===== config.mk =====
export PLATFORM = sky130hd
export DESIGN_NAME = alu_mc_flat
export DESIGN_NICKNAME = d
export VERILOG_FILES = /design/src/rtl/alu_mc_if.sv /design/src/rtl/alu_mc.sv /design/src/flat_wrapper.sv
export SDC_FILE = /design/constraint.sdc
export NUM_CORES = 1
export LEC_CHECK = 0
export ABC_AREA = 1
export BUFFER_PORTS_ARGS = -buffer_cell sky130_fd_sc_hd__buf_2
export CAP_MARGIN = 20
export CORE_MARGIN = 1.5
export CORE_UTILIZATION = 52
export DETAILED_ROUTE_END_ITERATION = 10
export HOLD_SLACK_MARGIN = 0.03
export MAX_ROUTING_LAYER = met4
export PLACE_DENSITY = 0.7
export SETUP_SLACK_MARGIN = 0.4
export SYNTH_ARGS = -nofsm -noshare
export SYNTH_HDL_FRONTEND = slang
export SYNTH_SLANG_ARGS = --single-unit

===== constraint.sdc =====
create_clock -name clk_i -period 3.05 [get_ports clk_i]
set_clock_uncertainty 0.1 [all_clocks]
set_input_delay 0.305 -clock clk_i [delete_from_list [all_inputs] [get_ports clk_i]]
set_output_delay 0.305 -clock clk_i [all_outputs]
set_load 0.005 [all_outputs]

===== src/rtl/alu_mc_if.sv =====
// alu_mc_if: operand and result handshake bundle for alu_mc.
// The ALU side uses the slave modport; the producer/consumer side uses master.
interface alu_mc_if #(
    parameter int unsigned WIDTH = 32
);
    logic             in_valid_i;
    logic             in_ready_o;
    logic [WIDTH-1:0] src1_i;
    logic [WIDTH-1:0] src2_i;
    logic [3:0]       ALU_control_i;
    logic             out_valid_o;
    logic             out_ready_i;
    logic [WIDTH-1:0] result_o;
    logic             zero_o;
    logic             err_o;

    modport slave (
        input  in_valid_i, src1_i, src2_i, ALU_control_i, out_ready_i,
        output in_ready_o, out_valid_o, result_o, zero_o, err_o
    );

    modport master (
        output in_valid_i, src1_i, src2_i, ALU_control_i, out_ready_i,
        input  in_ready_o, out_valid_o, result_o, zero_o, err_o
    );
endinterface


===== src/rtl/alu_mc.sv =====
// alu_mc: multi-cycle ALU (shift-add multiplier, optional restoring divider) behind
// valid/ready handshakes. Define ALU_MC_DIV_EN to build the divider (ops 1010/1011).
module alu_mc #(
    parameter int unsigned WIDTH = 32,
    parameter int unsigned CNT_W = $clog2(WIDTH) + 1
) (
    input logic     clk_i,
    input logic     rst_i,
    alu_mc_if.slave bus
);
    localparam int unsigned ShW = $clog2(WIDTH);

    localparam logic [3:0] OpAnd = 4'b0000;
    localparam logic [3:0] OpOr  = 4'b0001;
    localparam logic [3:0] OpAdd = 4'b0010;
    localparam logic [3:0] OpSll = 4'b0011;
    localparam logic [3:0] OpSrl = 4'b0100;
    localparam logic [3:0] OpSra = 4'b0101;
    localparam logic [3:0] OpSub = 4'b0110;
    localparam logic [3:0] OpSlt = 4'b0111;
    localparam logic [3:0] OpMul = 4'b1000;
    localparam logic [3:0] OpNor = 4'b1100;
`ifdef ALU_MC_DIV_EN
    localparam logic [3:0] OpDiv = 4'b1010;
    localparam logic [3:0] OpRem = 4'b1011;
`endif

    typedef enum logic [1:0] {StIdle, StBusy, StDone} state_e;

    state_e           state_q, state_d;
    logic [CNT_W-1:0] cnt_q, cnt_d;
    logic [3:0]       op_q, op_d;
    logic [WIDTH-1:0] a_q, a_d, b_q, b_d;
    // acc: mul accumulator / div partial remainder; sh: multiplier / quotient;
    // md: multiplicand (shifts left) / divisor magnitude (constant)
    logic [WIDTH-1:0] acc_q, acc_d, sh_q, sh_d, md_q, md_d;
    logic [WIDTH-1:0] result_q, result_d;
    logic             err_q, err_d;

    logic [WIDTH-1:0] alu_res;
    logic             alu_err;
    logic [ShW-1:0]   shamt;
    logic             in_iter;

    assign shamt = b_q[ShW-1:0];

`ifdef ALU_MC_DIV_EN
    logic             in_div;
    logic             div_zero;
    logic [WIDTH:0]   trial;
    logic             trial_ge;

    assign in_iter  = bus.ALU_control_i inside {OpMul, OpDiv, OpRem};
    assign in_div   = bus.ALU_control_i inside {OpDiv, OpRem};
    assign div_zero = (b_q == '0);
    assign trial    = {acc_q, sh_q[WIDTH-1]};
    assign trial_ge = (trial >= {1'b0, md_q});
`else
    assign in_iter  = (bus.ALU_control_i == OpMul);
`endif

    // Final-cycle result from latched operands and iteration registers
    always_comb begin
        alu_res = '0;
        alu_err = 1'b0;
        case (op_q)
            OpAnd: alu_res = a_q & b_q;
            OpOr:  alu_res = a_q | b_q;
            OpNor: alu_res = ~(a_q | b_q);
            OpAdd: alu_res = a_q + b_q;
            OpSub: alu_res = a_q - b_q;
            OpSlt: alu_res = {{(WIDTH-1){1'b0}}, ($signed(a_q) < $signed(b_q))};
            OpSll: alu_res = a_q << shamt;
            OpSrl: alu_res = a_q >> shamt;
            OpSra: alu_res = $unsigned($signed(a_q) >>> shamt);
            OpMul: alu_res = acc_q;
`ifdef ALU_MC_DIV_EN
            OpDiv: begin
                alu_err = div_zero;
                alu_res = div_zero ? '1 : ((a_q[WIDTH-1] ^ b_q[WIDTH-1]) ? -sh_q : sh_q);
            end
            OpRem: begin
                alu_err = div_zero;
                alu_res = div_zero ? a_q : (a_q[WIDTH-1] ? -acc_q : acc_q);
            end
`endif
            default: alu_err = 1'b1;
        endcase
    end

    always_comb begin
        state_d  = state_q;
        cnt_d    = cnt_q;
        op_d     = op_q;
        a_d      = a_q;
        b_d      = b_q;
        acc_d    = acc_q;
        sh_d     = sh_q;
        md_d     = md_q;
        result_d = result_q;
        err_d    = err_q;
        unique case (state_q)
            StIdle: begin
                if (bus.in_valid_i) begin
                    op_d    = bus.ALU_control_i;
                    a_d     = bus.src1_i;
                    b_d     = bus.src2_i;
                    acc_d   = '0;
                    sh_d    = bus.src2_i;
                    md_d    = bus.src1_i;
                    // Single-cycle ops spend one BUSY cycle with the counter at 0
                    cnt_d   = in_iter ? CNT_W'(WIDTH) : '0;
                    state_d = StBusy;
`ifdef ALU_MC_DIV_EN
                    if (in_div) begin
                        sh_d = bus.src1_i[WIDTH-1] ? -bus.src1_i : bus.src1_i;
                        md_d = bus.src2_i[WIDTH-1] ? -bus.src2_i : bus.src2_i;
                    end
`endif
                end
            end
            StBusy: begin
                if (cnt_q == '0) begin
                    result_d = alu_res;
                    err_d    = alu_err;
                    state_d  = StDone;
                end else begin
                    cnt_d = cnt_q - CNT_W'(1);
                    if (op_q == OpMul) begin
                        if (sh_q[0]) acc_d = acc_q + md_q;
                        md_d = md_q << 1;
                        sh_d = sh_q >> 1;
                    end
`ifdef ALU_MC_DIV_EN
                    else begin
                        acc_d = trial_ge ? (trial[WIDTH-1:0] - md_q) : trial[WIDTH-1:0];
                        sh_d  = {sh_q[WIDTH-2:0], trial_ge};
                    end
`endif
                end
            end
            StDone: begin
                if (bus.out_ready_i) state_d = StIdle;
            end
            default: state_d = StIdle;
        endcase
    end

    always_ff @(posedge clk_i) begin
        if (rst_i) begin
            state_q  <= StIdle;
            cnt_q    <= '0;
            op_q     <= '0;
            a_q      <= '0;
            b_q      <= '0;
            acc_q    <= '0;
            sh_q     <= '0;
            md_q     <= '0;
            result_q <= '0;
            err_q    <= 1'b0;
        end else begin
            state_q  <= state_d;
            cnt_q    <= cnt_d;
            op_q     <= op_d;
            a_q      <= a_d;
            b_q      <= b_d;
            acc_q    <= acc_d;
            sh_q     <= sh_d;
            md_q     <= md_d;
            result_q <= result_d;
            err_q    <= err_d;
        end
    end

    assign bus.in_ready_o  = (state_q == StIdle);
    assign bus.out_valid_o = (state_q == StDone);
    assign bus.result_o    = result_q;
    assign bus.zero_o      = ~|result_q;
    assign bus.err_o       = err_q;
endmodule


===== src/flat_wrapper.sv =====
// flat-port wrapper written by rule: the top's interface ports become plain ports
module alu_mc_flat 
#(
    parameter int unsigned WIDTH = 32,
    parameter int unsigned CNT_W = $clog2(WIDTH) + 1
)
  (clk_i, rst_i, bus_in_valid_i, bus_src1_i, bus_src2_i, bus_ALU_control_i, bus_out_ready_i, bus_in_ready_o, bus_out_valid_o, bus_result_o, bus_zero_o, bus_err_o);
  alu_mc_if #(.WIDTH(WIDTH)) bus_i ();
  input logic clk_i;
  input logic rst_i;
  input wire logic [$bits(bus_i.in_valid_i)-1:0] bus_in_valid_i;
  input wire logic [$bits(bus_i.src1_i)-1:0] bus_src1_i;
  input wire logic [$bits(bus_i.src2_i)-1:0] bus_src2_i;
  input wire logic [$bits(bus_i.ALU_control_i)-1:0] bus_ALU_control_i;
  input wire logic [$bits(bus_i.out_ready_i)-1:0] bus_out_ready_i;
  output wire logic [$bits(bus_i.in_ready_o)-1:0] bus_in_ready_o;
  output wire logic [$bits(bus_i.out_valid_o)-1:0] bus_out_valid_o;
  output wire logic [$bits(bus_i.result_o)-1:0] bus_result_o;
  output wire logic [$bits(bus_i.zero_o)-1:0] bus_zero_o;
  output wire logic [$bits(bus_i.err_o)-1:0] bus_err_o;
  assign bus_i.in_valid_i = bus_in_valid_i;
  assign bus_i.src1_i = bus_src1_i;
  assign bus_i.src2_i = bus_src2_i;
  assign bus_i.ALU_control_i = bus_ALU_control_i;
  assign bus_i.out_ready_i = bus_out_ready_i;
  assign bus_in_ready_o = bus_i.in_ready_o;
  assign bus_out_valid_o = bus_i.out_valid_o;
  assign bus_result_o = bus_i.result_o;
  assign bus_zero_o = bus_i.zero_o;
  assign bus_err_o = bus_i.err_o;
  alu_mc #(.WIDTH(WIDTH), .CNT_W(CNT_W)) u_core (.clk_i(clk_i), .rst_i(rst_i), .bus(bus_i));
endmodule

==> flow_summary.ini, run 1 <==
[detailed_routing]
drt-initial-drc-count = 3902
drc = 0
ant_nets = 0
wl_met1_mm = 36.57
highest_layer = met4
firstDrtPassIters = 7
wl_met3_mm = 14.52
wirelength_mm = 102.3
via_per_inst = 6.285
dr_wl_met2_mm = 40.54
routed-via-count = 26410
routedWlPerCell_um = 24.36

[grt]
overflow = 0
grt_pass1_wl_mm = 147.4
grt_pass1_vias = 24160
grt_usage_pct = 52.07
antenna_found_initial = 10
grt_max_degree = 124

[timing]
clock.fmax_mhz = 374.7
final.setup.tns_ps = 0
hold_viol = 0
relSlewSlack_pct = 22.83
rsz0062_at_grt = yes
setup_ws_ps = 381.0
drv_slew = 0
timing.final.setup_violations = 0
fin_crit_ps = 2669
worst_pin_slew_ps = 1145
post-route-period-util_pct = 87.51

[die]
die_h_um = 198.3
die-area_mm2 = 0.03931
ios = 108
start_util_pct = 52.77
die_w_um = 198.3
row_count = 71
core_area_mm2 = 0.03758

[power_and_ir_drop]
p_per_area_mw_per_mm2 = 675.0
vdd_drop_max_uv = 537.6
p_leak_nw = 11.66

[worst_setup_path]
r2r-end = u_core.bus.result_o[22]
rr_worst_depth = 14
crit_fanout = 64
rrSetupSlack_ps = 380
crit_required_ps = 3380
endpoint_kind = register
critPathKind = register to register
r2r-start = u_core.b_q[1]
start_kind = register
arrival_ps = 3000

[final_layout]
fin_cells = 4201
fillerInstances = 3602
final_core_util_pct = 64.02
syn2layout_area_growth_pct = 21.32
finalNetCount = 3867
layout-drive-gt1-share_pct = 14.63

[flow_run]
cap_violations = 0

[clock_tree]
clk_latency_ps = 590
cts_root_buf = clkbuf_16
numCtsBuffers = 26
h-tree-depth = 1
cts_max_path_buffers = 3
cts_tree = built
path_clk_slew_ps = 60
cts.sinks = 205

[synthesis]
syn-cell-area_mm2 = 0.01983
synth_mux_area_share_pct = 0
synthSimpleGateAreaFrac_pct = 38.76
synth_cell_types = 52
synth-adder-area-share_pct = 8.695
syn_nets = 3628
synth_flop_cell = dfxtp_1
synth_top_family_by_area = simple AND/OR/NAND/NOR gates
synth-compound-area-share_pct = 19.69
avgSynthCellArea_um2 = 5.798
async_flop_share_pct = 0
synth-seq-area-share_pct = 20.70
synth_seq_cells = 205
synth_warnings = 0
synth_xor_area_share_pct = 0.3534
synth_edf_count = 0
netlist_instances = 3420

[placement]
dp.cells = 4070
hpwl_mm = 77.34
io_buffers = 107
dp_slack_ps = -198.1
globalplace.congestion = 1.241

[hold_path]
min_to = u_core.sh_q[18]
holdPathStages = 3
min-delay-start = bus_src2_i[18]
min_path_type = input port to register

[status]
status = finished clean
## cells by family after synthesis
kind of cell	Yosys count
simple gates	1813
compound gates	675
buf+inv	583
flops	205
fa+ha+maj	136
xor+xnor	8
## registers in the layout (all words and copies together) (netlist names)
| name | cells |
|---|---|
| u_core.cnt_q | 6 |
| u_core.bus.result_o | 32 |
| u_core.acc_q | 32 |
| u_core.sh_q | 32 |
| u_core.state_q | 2 |
| u_core.b_q | 32 |
| u_core.a_q | 32 |
| u_core.op_q | 4 |
| u_core.md_q | 32 |
| u_core.bus.err_o | 1 |
## where the power goes
part | internal [mW] | switching, mW
registers | 3.11 | 0.355
logic | 3.10 | 6.43
clock network | 1.82 | 1.43
## area by class of cell
class                           count  area [um^2]  area share, %
Tap cell                          511        639.4          2.658
Sequential cell                   205         4135          17.19
Timing Repair Buffer              384         2920          12.14
Clock buffer                       32        703.2          2.923
Multi-Input combinational cell   2632        13930          57.90
Inverter                          410         1549          6.439
Clock inverter                     15        150.1         0.6242
Antenna cell                       12        30.03         0.1248
## placed cells by master (no fill, tap or decap), drive strengths merged, types with 34 or more instances in the layout
cell type,count
ha,133
nor3,34
inv,410
a21oi,269
dfxtp,205
buf,325
clkbuf,34
nor2,279
o21ai,194
nand2,1001
nand3,428
a211oi,125
dlygate4sd3,57
## synthesized netlist by cell type, drive strengths merged, types with 26 or more instances
master,number,area [um^2]
o21ai,194,974.7
a21oi,269,1350
nor3,34,170.2
ha,133,1664
nor2,279,1139
nand4,26,162.7
nand3,428,2147
clkbuf,83,315.3
dfxtp,205,4104
a211oi,125,938.4
buf,90,482.9
inv,406,1526
nand2,1001,3760
## layer usage
layer	vias to the layer above	global-route usage, %
li1	11790	-
met4	0	41.50
met3	601	16.98
met2	2132	72.76
met1	11890	60.89
met5	-	-
## through the flow
stage               power (mW)  instance area, um^2  hold slack [ps]
CTS                      15.25                23480            30.17
floorplan                8.449                19830            326.4
global placement         11.76                21880            345.0
global route             16.81                24050            68.99
finish                   16.24                24060            16.48
detailed placement       11.87                21880            354.3
## critical path, cell delays in order (launching register included)
cell and delay, ps:
dfxtp_4 400, inv_2 150, buf_12 290, nand3_1 180, nand3_1 110, nand2_1 90, nand2_1 90, o21ai_0 130
nand2_1 130, nand3_1 80, nor2_1 240, buf_4 190, nand3_2 120, nand2_1 90, a21oi_1 60
## what timing repair did
item                       4_1_cts  5_1_grt
hold endpoints to repair        80        0
cloned                           0        1
buffers inserted                 0       13
gates resized for setup         53      107
pin swaps                        0        9
setup endpoints to repair       31       44
hold buffers                    57        0
## worst max path at each step
stage                   start                      end  slack, ps  cells past startpoint
5_1_grt         u_core.b_q[9]  u_core.bus.result_o[25]        330                     16
2_1_floorplan   u_core.b_q[3]   u_core.bus.result_o[0]        520                     19
3_3_place_gp   u_core.a_q[11]  u_core.bus.result_o[23]       -180                     14
4_1_cts         u_core.a_q[4]  u_core.bus.result_o[12]        360                     15
6_report        u_core.b_q[1]  u_core.bus.result_o[22]        380                     14
3_5_place_dp   u_core.a_q[11]  u_core.bus.result_o[12]       -200                     14
Power figures use the tool's default switching activity.
==> inputs of run 2 (changes only) <==
- CORE_ASPECT_RATIO: unset -> 1.75
- CORE_UTILIZATION: 52 -> 60
- GPL_TIMING_DRIVEN: unset -> 0
- PLACE_DENSITY: 0.7 -> 0.78
==> run 2 against run 1 <==
Effect of this change:
- the flow now stops in 5_1_grt
- synthesized area is the same
- synthesized cell count is the same
==> flow_summary.ini, run 2 <==
[clock_tree]
cts_root_buf = clkbuf_16
h-tree-depth = 1
numCtsBuffers = 19
cts_max_path_buffers = 3
cts.sinks = 205

[grt]
overflow = 661
grt_max_degree = 17
grt_pass1_wl_mm = 202.9
grt_usage_pct = 77.34
grt_pass1_vias = 29760

[die]
die_h_um = 243.5
start_util_pct = 61.13
ios = 108
die_w_um = 140.4
row_count = 87

[synthesis]
syn_nets = 3628
syn-cell-area_mm2 = 0.01983
synth_edf_count = 0
synth_cell_types = 52
avgSynthCellArea_um2 = 5.798
synth_warnings = 0
synth_seq_cells = 205
yosys.area.top_type = dfxtp_1
yosysTopAreaCellShare_pct = 20.70
ys_top_cells_by_area = dfxtp_1 21%, nand2_1 19%, nand3_1 11%
post-synth-top-count-cell = nand2_1
synth_flop_cell = dfxtp_1
netlist_instances = 3420
async_flop_share_pct = 0
synth-seq-area-share_pct = 20.70
netlist_top_cells_count = 1000 x nand2_1, 427 x nand3_1, 400 x inv_1

[status]
status = stopped before the end
stop_stage = 5_1_grt
tool.error = [ERROR GRT-0116] Global routing finished with congestion. Check the congestion regions in the DRC Viewer.

[placement]
dp.cells = 3927
place_area_mm2 = 0.02087
dp_slack_ps = -909.2
hpwl_mm = 81.91
globalplace.congestion = 1.325
io_buffers = 106
[run 2: logic make-up after synthesis]
group                    after synthesis  synth area share [%]
AO/OA/AOI/OAI                        675                 19.69
flip-flops                           205                 20.70
buffers and inverters                583                 11.81
XOR/XNOR                               8                0.3534
adder cells (fa/ha/maj)              136                 8.695
AND/OR/NAND/NOR                     1813                 38.76
[run 2: layer usage]
layer	overflow	global-route usage [%]
met4	173	80.12
met2	480	99.65
met5	-	-
met3	7	52.00
met1	1	73.27
[run 2: through the flow]
step           hold WS (ps)  TNS [ps]
2_1_floorplan         326.4         0
3_3_place_gp          343.6    -17860
3_5_place_dp          354.9    -18880
4_1_cts               30.39         0
[run 2: timing repair]
action,CTS
pin swaps,34
endpoints found under the setup margin,37
gates resized for setup,202
cloned,1
hold buffers,17
buffers inserted,26
hold endpoints to repair,19
==> inputs of run 3 (changes only) <==
- CORE_ASPECT_RATIO: 1.75 -> unset
- CORE_UTILIZATION: 60 -> 40
- HOLD_SLACK_MARGIN: 0.03 -> unset
- MAX_ROUTING_LAYER: met4 -> unset
- PLACE_DENSITY: 0.78 -> unset
- PLACE_DENSITY_LB_ADDON: unset -> 0.15
- SETUP_SLACK_MARGIN: 0.4 -> unset
==> run 3 against run 2 <==
Effect of this change:
- the flow now finishes, with violations (setup timing)
==> flow_summary.ini, run 3 (synthesized netlist as in run 1, its figures left out) <==
[status]
status = complete, but fails checks
failed_checks = setup timing

[worst_setup_path]
crit_path_max_incr_delay_ps = 760
arrival_ps = 3510
endpoint_kind = register
critPathKind = register to register
path_cells = nor2_2 > nand2_1 > inv_1 > clkbuf_1 > a221oi_1 > nand2_1 > nor2_2 > nand2_1 > nand2_1 > a21oi_1
crit_required_ps = 3360
r2r-start = u_core.op_q[1]
cpMostUsedCell = nand2_1
crit_fanout = 10
rrSetupSlack_ps = -150
crit_path_top_delay_cell = a221oi_1
r2r-end = u_core.bus.result_o[9]
rr_worst_depth = 10
start_kind = register

[power_and_ir_drop]
p_sw_share_pct = 52.46
vdd_drop_max_uv = 489.9
clockPowerShare_pct = 19.9
combinationalPowerShare_pct = 56.9
seqPwrFrac_pct = 23.1
power.internal_mw = 7.415
p_total_mw = 15.60
p_per_area_mw_per_mm2 = 679.3
p_leak_nw = 10.96
p_switching_mw = 8.182

[clock_tree]
h-tree-depth = 1
path_clk_slew_ps = 60
cts_root_buf = clkbuf_16
clk_latency_ps = 560
cts_max_path_buffers = 3
cts_tree = built
numCtsBuffers = 25
cts.sinks = 205

[hold_path]
min-delay-start = bus_src1_i[9]
holdPathStages = 3
min_to = u_core.md_q[9]
min_path_type = input port to register

[die]
die_w_um = 225.7
die-area_mm2 = 0.05092
row_count = 81
ios = 108
die_h_um = 225.7
core_area_mm2 = 0.04895
start_util_pct = 40.51

[detailed_routing]
via_per_inst = 5.843
routedWlPerCell_um = 25.86
routed-via-count = 24880
drt-initial-drc-count = 3148
drc = 0
ant_nets = 0
wirelength_mm = 110.2
firstDrtPassIters = 8

[timing]
fin_crit_ps = 3201
relSlewSlack_pct = 33.51
timing.final.setup_violations = 2
clock.fmax_mhz = 312.4
holdWs_ps = 16.41
drv_slew = 0
post-route-period-util_pct = 104.9
setup_ws_ps = -150.7
hold_viol = 0
worst_pin_slew_ps = 997.3

[final_layout]
finalNetCount = 3784
syn2layout_area_growth_pct = 15.79
final_core_util_pct = 46.91
layout-drive-gt1-share_pct = 11.25
final_common_cell = nand2_1
fillerInstances = 5501
final_cell_mix = 982 x nand2_1, 394 x inv_1, 394 x nand3_1

[placement]
io_buffers = 106
hpwl_mm = 91.86
dp_slack_ps = -1208
globalplace.congestion = 1.084

[grt]
antenna_found_initial = 1
grt_pass1_wl_mm = 157.4
grt_usage_pct = 42.69
grt_max_degree = 13
overflow = 0
grt_pass1_vias = 23100

[flow_run]
cap_violations = 0
run 3: metal layers:
layer	vias to the layer above	GRT usage, %	routed length, um
li1	11590	-	-
met1	11690	55.15	45200
met2	1299	64.76	46150
met3	305	7.312	9933
met4	0	29.36	8874
met5	-	0	0
run 3: layout make-up:
class / instances / area [um^2] / area share, %
well taps: 664 / 830.8 / 3.618
inverters: 410 / 1551 / 6.757
clock buffers: 36 / 747.0 / 3.253
repair buffers: 134 / 795.8 / 3.466
multi-input cells: 2632 / 13890 / 60.50
plain buffers: 168 / 874.6 / 3.809
diodes: 3 / 7.507 / 0.03270
flip-flops and latches: 205 / 4165 / 18.14
clock inverters: 7 / 97.59 / 0.4250
run 3: critical path: cells and delay by family, from the launching register on:
family	cells	cell delay (ps)
DFF	1	440
and+or+nand+nor	6	1240
buffers and inverters	2	450
AOI/OAI and AO/OA	2	820
run 3: metrics by stage:
step           std cells  TNS, ps  cell area, um^2
4_1_cts             4252   -38.99            22650
3_3_place_gp        4190   -26980            21190
2_1_floorplan       3420        0            19830
5_1_grt             4256   -5.514            22950
3_5_place_dp        4190   -26900            21190
6_report            4259   -156.6            22960
run 3: timing repair:
action,in CTS,in global routing
hold buffers,22,0
endpoints found under the setup margin,31,28
resized for setup,125,90
buffers inserted,1,5
endpoints found under the hold margin,22,0
pin swaps,10,16
run 3: worst max path at each step:
stage	start	end	slack, ps	depth (start not counted)
floorplan	u_core.b_q[3]	u_core.bus.result_o[0]	520	19
global placement	u_core.b_q[2]	u_core.bus.result_o[8]	-1260	15
detailed placement	u_core.b_q[2]	u_core.bus.result_o[8]	-1210	15
CTS	u_core.b_q[4]	u_core.bus.result_o[8]	-40	14
global route	u_core.b_q[2]	u_core.bus.result_o[17]	-6	19
finish	u_core.op_q[1]	u_core.bus.result_o[9]	-150	10
run 3: power groups by stage:
stage	logic, mW	registers, mW	clock network, mW
global placement	8.10	3.61	0
finish	8.88	3.61	3.11
floorplan	5.06	3.39	0
detailed placement	8.04	3.62	0
global route	9.47	3.63	3.22
CTS	8.32	3.58	3.13
